$ cat config.mk
export PLATFORM = sky130hd
export DESIGN_NAME = alu_pipe
export DESIGN_NICKNAME = d
export VERILOG_FILES = /design/src/rtl/alu_pipe.sv
export SDC_FILE = /design/constraint.sdc
export NUM_CORES = 1
export LEC_CHECK = 0
export ABC_AREA = 1
export CAP_MARGIN = 40
export CORE_ASPECT_RATIO = 0.9
export CORE_MARGIN = 5
export CORE_UTILIZATION = 40
export CTS_CLUSTER_SIZE = 28
export DETAILED_ROUTE_END_ITERATION = 8
export GPL_ROUTABILITY_DRIVEN = 0
export MAX_ROUTING_LAYER = met4
export PLACE_DENSITY_LB_ADDON = 0.05
export REMOVE_ABC_BUFFERS = 1
export SLEW_MARGIN = 10
export SYNTH_ARGS = -nofsm -noshare
export SYNTH_HDL_FRONTEND = slang
export SYNTH_SLANG_ARGS = --single-unit
export TNS_END_PERCENT = 1
$ cat constraint.sdc
create_clock -name i_clk -period 3.05 [get_ports i_clk]
set_input_delay 0.4575 -clock i_clk [delete_from_list [all_inputs] [get_ports i_clk]]
set_output_delay 0.4575 -clock i_clk [all_outputs]
set_load 0.02 [all_outputs]
$ cat src/rtl/alu_pipe.sv
// rtl/alu_pipe.sv - two-stage signed ALU with flags, optional saturation and valid/ready on both sides
module alu_pipe #(
    parameter int N_BITS = 16,
    parameter bit SAT_EN = 1'b0
) (
    input  logic              i_clk,
    input  logic              i_rst_n,
    input  logic [N_BITS-1:0] i_dataA,
    input  logic [N_BITS-1:0] i_dataB,
    input  logic [2:0]        i_op,
    input  logic              i_valid,
    output logic              o_ready,
    output logic [N_BITS-1:0] o_dataC,
    output logic [3:0]        o_flags,
    output logic              o_valid,
    input  logic              i_ready
);
    localparam int SH_W = $clog2(N_BITS);
    localparam int MSB  = N_BITS - 1;

    localparam logic [2:0] OP_ADD = 3'd0;
    localparam logic [2:0] OP_SUB = 3'd1;
    localparam logic [2:0] OP_AND = 3'd2;
    localparam logic [2:0] OP_OR  = 3'd3;
    localparam logic [2:0] OP_XOR = 3'd4;
    localparam logic [2:0] OP_NOR = 3'd5;
    localparam logic [2:0] OP_SRA = 3'd6;
    localparam logic [2:0] OP_SRL = 3'd7;

    logic [N_BITS-1:0] s1_a_q, s1_a_d;
    logic [N_BITS-1:0] s1_b_q, s1_b_d;
    logic [2:0]        s1_op_q, s1_op_d;
    logic              s1_valid_q, s1_valid_d;
    logic [N_BITS-1:0] data_q, data_d;
    logic [3:0]        flags_q, flags_d;
    logic              valid_q, valid_d;

    logic              s2_adv;
    logic              accept;
    logic [N_BITS:0]   add_w;
    logic [N_BITS:0]   sub_w;
    logic [SH_W-1:0]   shamt;
    logic [N_BITS-1:0] res;
    logic              ovf;
    logic              carry;

    // S2 frees up when empty or being drained; S1 can then always move forward.
    assign s2_adv  = !valid_q || i_ready;
    assign o_ready = !s1_valid_q || s2_adv;
    assign accept  = i_valid && o_ready;

    assign o_dataC = data_q;
    assign o_flags = flags_q;
    assign o_valid = valid_q;

    always_comb begin
        add_w = {1'b0, s1_a_q} + {1'b0, s1_b_q};
        sub_w = {1'b0, s1_a_q} + {1'b0, ~s1_b_q} + {{N_BITS{1'b0}}, 1'b1};
        shamt = s1_b_q[SH_W-1:0];
        res   = '0;
        ovf   = 1'b0;
        carry = 1'b0;
        case (s1_op_q)
            OP_ADD: begin
                res   = add_w[MSB:0];
                carry = add_w[N_BITS];
                ovf   = (s1_a_q[MSB] == s1_b_q[MSB]) && (add_w[MSB] != s1_a_q[MSB]);
            end
            OP_SUB: begin
                res   = sub_w[MSB:0];
                // No carry-out of A + ~B + 1 means a borrow occurred.
                carry = !sub_w[N_BITS];
                ovf   = (s1_a_q[MSB] != s1_b_q[MSB]) && (sub_w[MSB] != s1_a_q[MSB]);
            end
            OP_AND: res = s1_a_q & s1_b_q;
            OP_OR:  res = s1_a_q | s1_b_q;
            OP_XOR: res = s1_a_q ^ s1_b_q;
            OP_NOR: res = ~(s1_a_q | s1_b_q);
            OP_SRA: res = $signed(s1_a_q) >>> shamt;
            OP_SRL: res = s1_a_q >> shamt;
            default: res = '0;
        endcase
        if (SAT_EN && ovf) begin
            res = s1_a_q[MSB] ? {1'b1, {(N_BITS-1){1'b0}}} : {1'b0, {(N_BITS-1){1'b1}}};
        end
    end

    always_comb begin
        s1_a_d     = s1_a_q;
        s1_b_d     = s1_b_q;
        s1_op_d    = s1_op_q;
        s1_valid_d = s1_valid_q;
        if (accept) begin
            s1_a_d     = i_dataA;
            s1_b_d     = i_dataB;
            s1_op_d    = i_op;
            s1_valid_d = 1'b1;
        end else if (s2_adv) begin
            s1_valid_d = 1'b0;
        end

        data_d  = data_q;
        flags_d = flags_q;
        valid_d = valid_q;
        if (s2_adv) begin
            valid_d = s1_valid_q;
            if (s1_valid_q) begin
                data_d  = res;
                flags_d = {ovf, carry, res[MSB], (res == '0)};
            end
        end
    end

    always_ff @(posedge i_clk or negedge i_rst_n) begin
        if (!i_rst_n) begin
            s1_a_q     <= '0;
            s1_b_q     <= '0;
            s1_op_q    <= '0;
            s1_valid_q <= 1'b0;
            data_q     <= '0;
            flags_q    <= '0;
            valid_q    <= 1'b0;
        end else begin
            s1_a_q     <= s1_a_d;
            s1_b_q     <= s1_b_d;
            s1_op_q    <= s1_op_d;
            s1_valid_q <= s1_valid_d;
            data_q     <= data_d;
            flags_q    <= flags_d;
            valid_q    <= valid_d;
        end
    end
endmodule

==> reports/summary.md <==
### Place
- post-place instance area: 0.00656 mm^2
- number of instances in the placed design: 1191
- DP Wirelength: 16300 um
- IO Port Bufs: 60
- Setup Slack @ Placement: 0.494 ns

### Power and ir drop
- fraction of power consumed by the clock network: 13.8%
- leakage power total: 3.49 nW
- switching power share of the total: 50.4%
- Comb pwr share: 60.7%
- internal power: 0.00210 W
- maximum vdd ir drop: 260 uV
- share of power burned in registers: 25.5%
- Total Power Consumption: 0.00423 W
- Sw Pwr: 0.00213 W
- Power Dens Cells: 631 mW/mm^2

### Synth
- post-synth cell types: 36
- post-synthesis instance area: 0.00583 mm^2
- post-synthesis sequential area ratio: 24.0%
- synthesized instance count: 962
- syn_area_per_cell: 6.06 um^2
- total of warnings raised by yosys: 0
- number of flip-flops and latches in the synthesized netlist: 56

### Setup path
- worst path arrival time: 2.90 ns
- number of cells on the worst reg-to-reg path: 15
- worst-path maximum fanout: 11
- critical path startpoint: s1_b_q[3]
- sort of element at the end of the critical path: flop
- critical path launch point type: flop
- worst setup path class: reg -> reg
- CP Data Required Time: 3.29 ns
- Crit Reg-Reg Startpoint: s1_b_q[3]

### Clocking
- CTS tree: done
- total CTS buffers: 5
- insertion delay to the later sink of the worst-skew pair: 0.31 ns
- CTS max path bufs: 2
- number of clock sinks: 56
- buffer type at the clock tree root: sky130_fd_sc_hd__clkbuf_16
- cts-stage hold buffer count: 0
- Worst-path clk slew: 0.07 ns
- post-CTS setup repair buffer count: 0
- H-Tree Level Count: 2
- cells resized by post-CTS repair: 0

### Route
- routed via count divided by cell count: 5.37
- met2 wire length: 8460 um
- number of iterations in the first detailed-routing pass: 6
- Remaining DRCs: 0
- number of violations reported at the end of detailed-routing iteration 0: 755
- vias after detailed routing: 6428
- count of nets left with antenna violations after detail routing: 0
- Post-Route WL: 20100 um
- Post-Route M1 WL: 9360 um
- Avg WL per Cell: 16.8 um
- highest signal layer in the routed design: met4
- length of routed met3 wiring: 1890 um

### Cells and area
- number of non-filler instances in the completed layout: 1198
- final std cell area, no fill: 0.00670 mm^2
- most common cell after layout, fill and taps aside: sky130_fd_sc_hd__nand2_1
- Filler Cell Count: 1594
- number of nets in the layout: 1094
- antenna cells: 0
- share of cells above drive strength 1: 4.48%
- register area: 0.00140 mm^2
- leading cell types in the layout, fill and taps excluded: 296 x sky130_fd_sc_hd__nand2_1, 116 x sky130_fd_sc_hd__nand3_1, 108 x sky130_fd_sc_hd__inv_1
- multi-input gate area in the final layout: 0.00374 mm^2
- synthesis-to-finish area growth: 14.8%

### Floorplanning
- chip width: 137 um
- vertical extent of the die: 125 um
- Row Count: 41
- Die Footprint: 0.0171 mm^2
- initial core utilization: 41.2%
- total core area: 0.0142 mm^2
- io pins: 61

### STA
- Max-slew headroom: 59.6%
- shortest clock period the worst path allows after layout: 2.65 ns
- Final period util: 87.0%
- setup tns final: 0 ns
- setup repair after global routing missed its margin: no
- measured slew at the worst slew-check pin: 0.606 ns
- count of endpoints failing hold in the final timing report: 0
- worst clock skew: 0.00852 ns
- final-report max-slew violation count: 0
- Achievable Freq: 377 MHz
- final worst slack: 0.396 ns
- endpoints failing setup: 0

### Outcome
- status: finished, final reports clean

### Worst hold path
- class of the tightest hold or removal check: in -> async

### Global route
- initial antenna violation count: 0
- maximum number of pins on one net before global-route repair: 29
- All-Layer GR Usage: 24.1%
- via count of the first global-routing pass: 5741
- grt total ovfl: 0
- wire length of the first global-routing pass: 31600 um

### Flow run
- max capacitance violation total: 0

## Yosys cell counts
master	number	area share (%)
sky130_fd_sc_hd__a211oi_1	2	0.26
sky130_fd_sc_hd__inv_1	108	6.9
sky130_fd_sc_hd__nand4_1	16	1.7
sky130_fd_sc_hd__nor2_4	1	0.19
sky130_fd_sc_hd__buf_2	18	1.5
sky130_fd_sc_hd__fa_1	2	0.69
sky130_fd_sc_hd__nand3_2	1	0.17
sky130_fd_sc_hd__clkinv_1	1	0.064
sky130_fd_sc_hd__nor2_2	2	0.21
sky130_fd_sc_hd__o21bai_1	4	0.51
sky130_fd_sc_hd__nor2_1	106	6.8
sky130_fd_sc_hd__nor3_1	9	0.77
sky130_fd_sc_hd__o21ai_0	45	3.9
sky130_fd_sc_hd__nand3_1	116	10
sky130_fd_sc_hd__a22oi_1	1	0.13
sky130_fd_sc_hd__or2_0	1	0.11
sky130_fd_sc_hd__o22ai_1	3	0.32
sky130_fd_sc_hd__clkbuf_1	11	0.71
sky130_fd_sc_hd__nand3_4	2	0.60
sky130_fd_sc_hd__ha_1	48	10
sky130_fd_sc_hd__o211ai_1	2	0.26
sky130_fd_sc_hd__buf_1	1	0.064
sky130_fd_sc_hd__mux2i_1	1	0.17
sky130_fd_sc_hd__nand3b_1	3	0.39
sky130_fd_sc_hd__xor2_1	2	0.30
sky130_fd_sc_hd__buf_4	6	0.77
sky130_fd_sc_hd__xnor2_1	1	0.15
sky130_fd_sc_hd__or2_2	1	0.11
sky130_fd_sc_hd__buf_6	7	1.4
sky130_fd_sc_hd__inv_2	8	0.51
sky130_fd_sc_hd__o21ai_1	3	0.26
sky130_fd_sc_hd__a21oi_1	74	6.3
sky130_fd_sc_hd__nand2_2	2	0.21
sky130_fd_sc_hd__dfrtp_1	56	24
sky130_fd_sc_hd__nor4_1	1	0.11
sky130_fd_sc_hd__nand2_1	297	19
## stage by stage
stage | hold slack, ns | utilization [%]
finish | 0.151 | 47.3
floorplan | 0.162 | -
global route | 0.208 | 47.3
CTS | 0.179 | 47.3
global placement | 0.463 | 46.3
detailed placement | 0.465 | 46.3
## power by group through the flow
stage	registers [W]	clock network (W)	logic, W
finish	0.00108	0.000582	0.00257
floorplan	0.00122	0	0.00145
CTS	0.00108	0.000600	0.00252
global route	0.00110	0.000634	0.00284
detailed placement	0.00109	0	0.00251
global placement	0.00108	0	0.00253
## worst paths after layout
path / end / slack [ns]
hold / removal: s1_b_q[1] / 0.15
setup / recovery: o_flags[0] / 0.40
hold reg to reg: o_dataC[6] / 0.48
max in group asynchronous: o_dataC[13] / 2.13
min in group i_clk: o_dataC[6] / 0.48
setup reg to reg: o_flags[0] / 0.40
## cell families (layout without fill, tap and decap cells)
kind of cell | after synthesis | after routing | share of synthesized area (%)
AO/OA/AOI/OAI | 134 | 134 | 11.9
XOR/XNOR | 3 | 3 | 0.450
adder cells (fa/ha/maj) | 50 | 50 | 11.0
buffers and inverters | 160 | 203 | 12.0
flip-flops | 56 | 56 | 24.0
multiplexers | 1 | 1 | 0.172
AND/OR/NAND/NOR | 558 | 558 | 40.5
## area by class of cell
cell class	count	area share [%]
clock inverter	2	0.187
sequential	56	20.9
inverter	117	6.56
timing repair buffer	79	11.0
tap	193	3.61
multi-input combinational	746	55.8
clock buffer	5	1.87
## critical path, cell delays in order (launching register included)
cell and delay (ns):
sky130_fd_sc_hd__dfrtp_1 0.59, sky130_fd_sc_hd__inv_1 0.11, sky130_fd_sc_hd__ha_1 0.45, sky130_fd_sc_hd__a21oi_1 0.29
sky130_fd_sc_hd__nand2_1 0.17, sky130_fd_sc_hd__nand2_1 0.13, sky130_fd_sc_hd__nand2_1 0.08, sky130_fd_sc_hd__nand2_1 0.09
sky130_fd_sc_hd__nand2_1 0.09, sky130_fd_sc_hd__nand2_1 0.07, sky130_fd_sc_hd__a21oi_1 0.06, sky130_fd_sc_hd__nor2_1 0.14
sky130_fd_sc_hd__nand3_1 0.11, sky130_fd_sc_hd__nor2_1 0.10, sky130_fd_sc_hd__nand3_1 0.07, sky130_fd_sc_hd__nand2_1 0.05
## flip-flops by register name, indices dropped and copies added (netlist names)
signal,count
o_flags,4
s1_b_q,16
o_dataC,15
s1_valid_q,1
s1_a_q,16
o_valid,1
s1_op_q,3
## layer usage
layer,vias up,global-route usage (%)
met1,2917,35.5
met4,0,5.34
li1,3168,-
met3,30,4.32
met2,313,34.2
met5,-,-
Power figures use the tool's default switching activity.
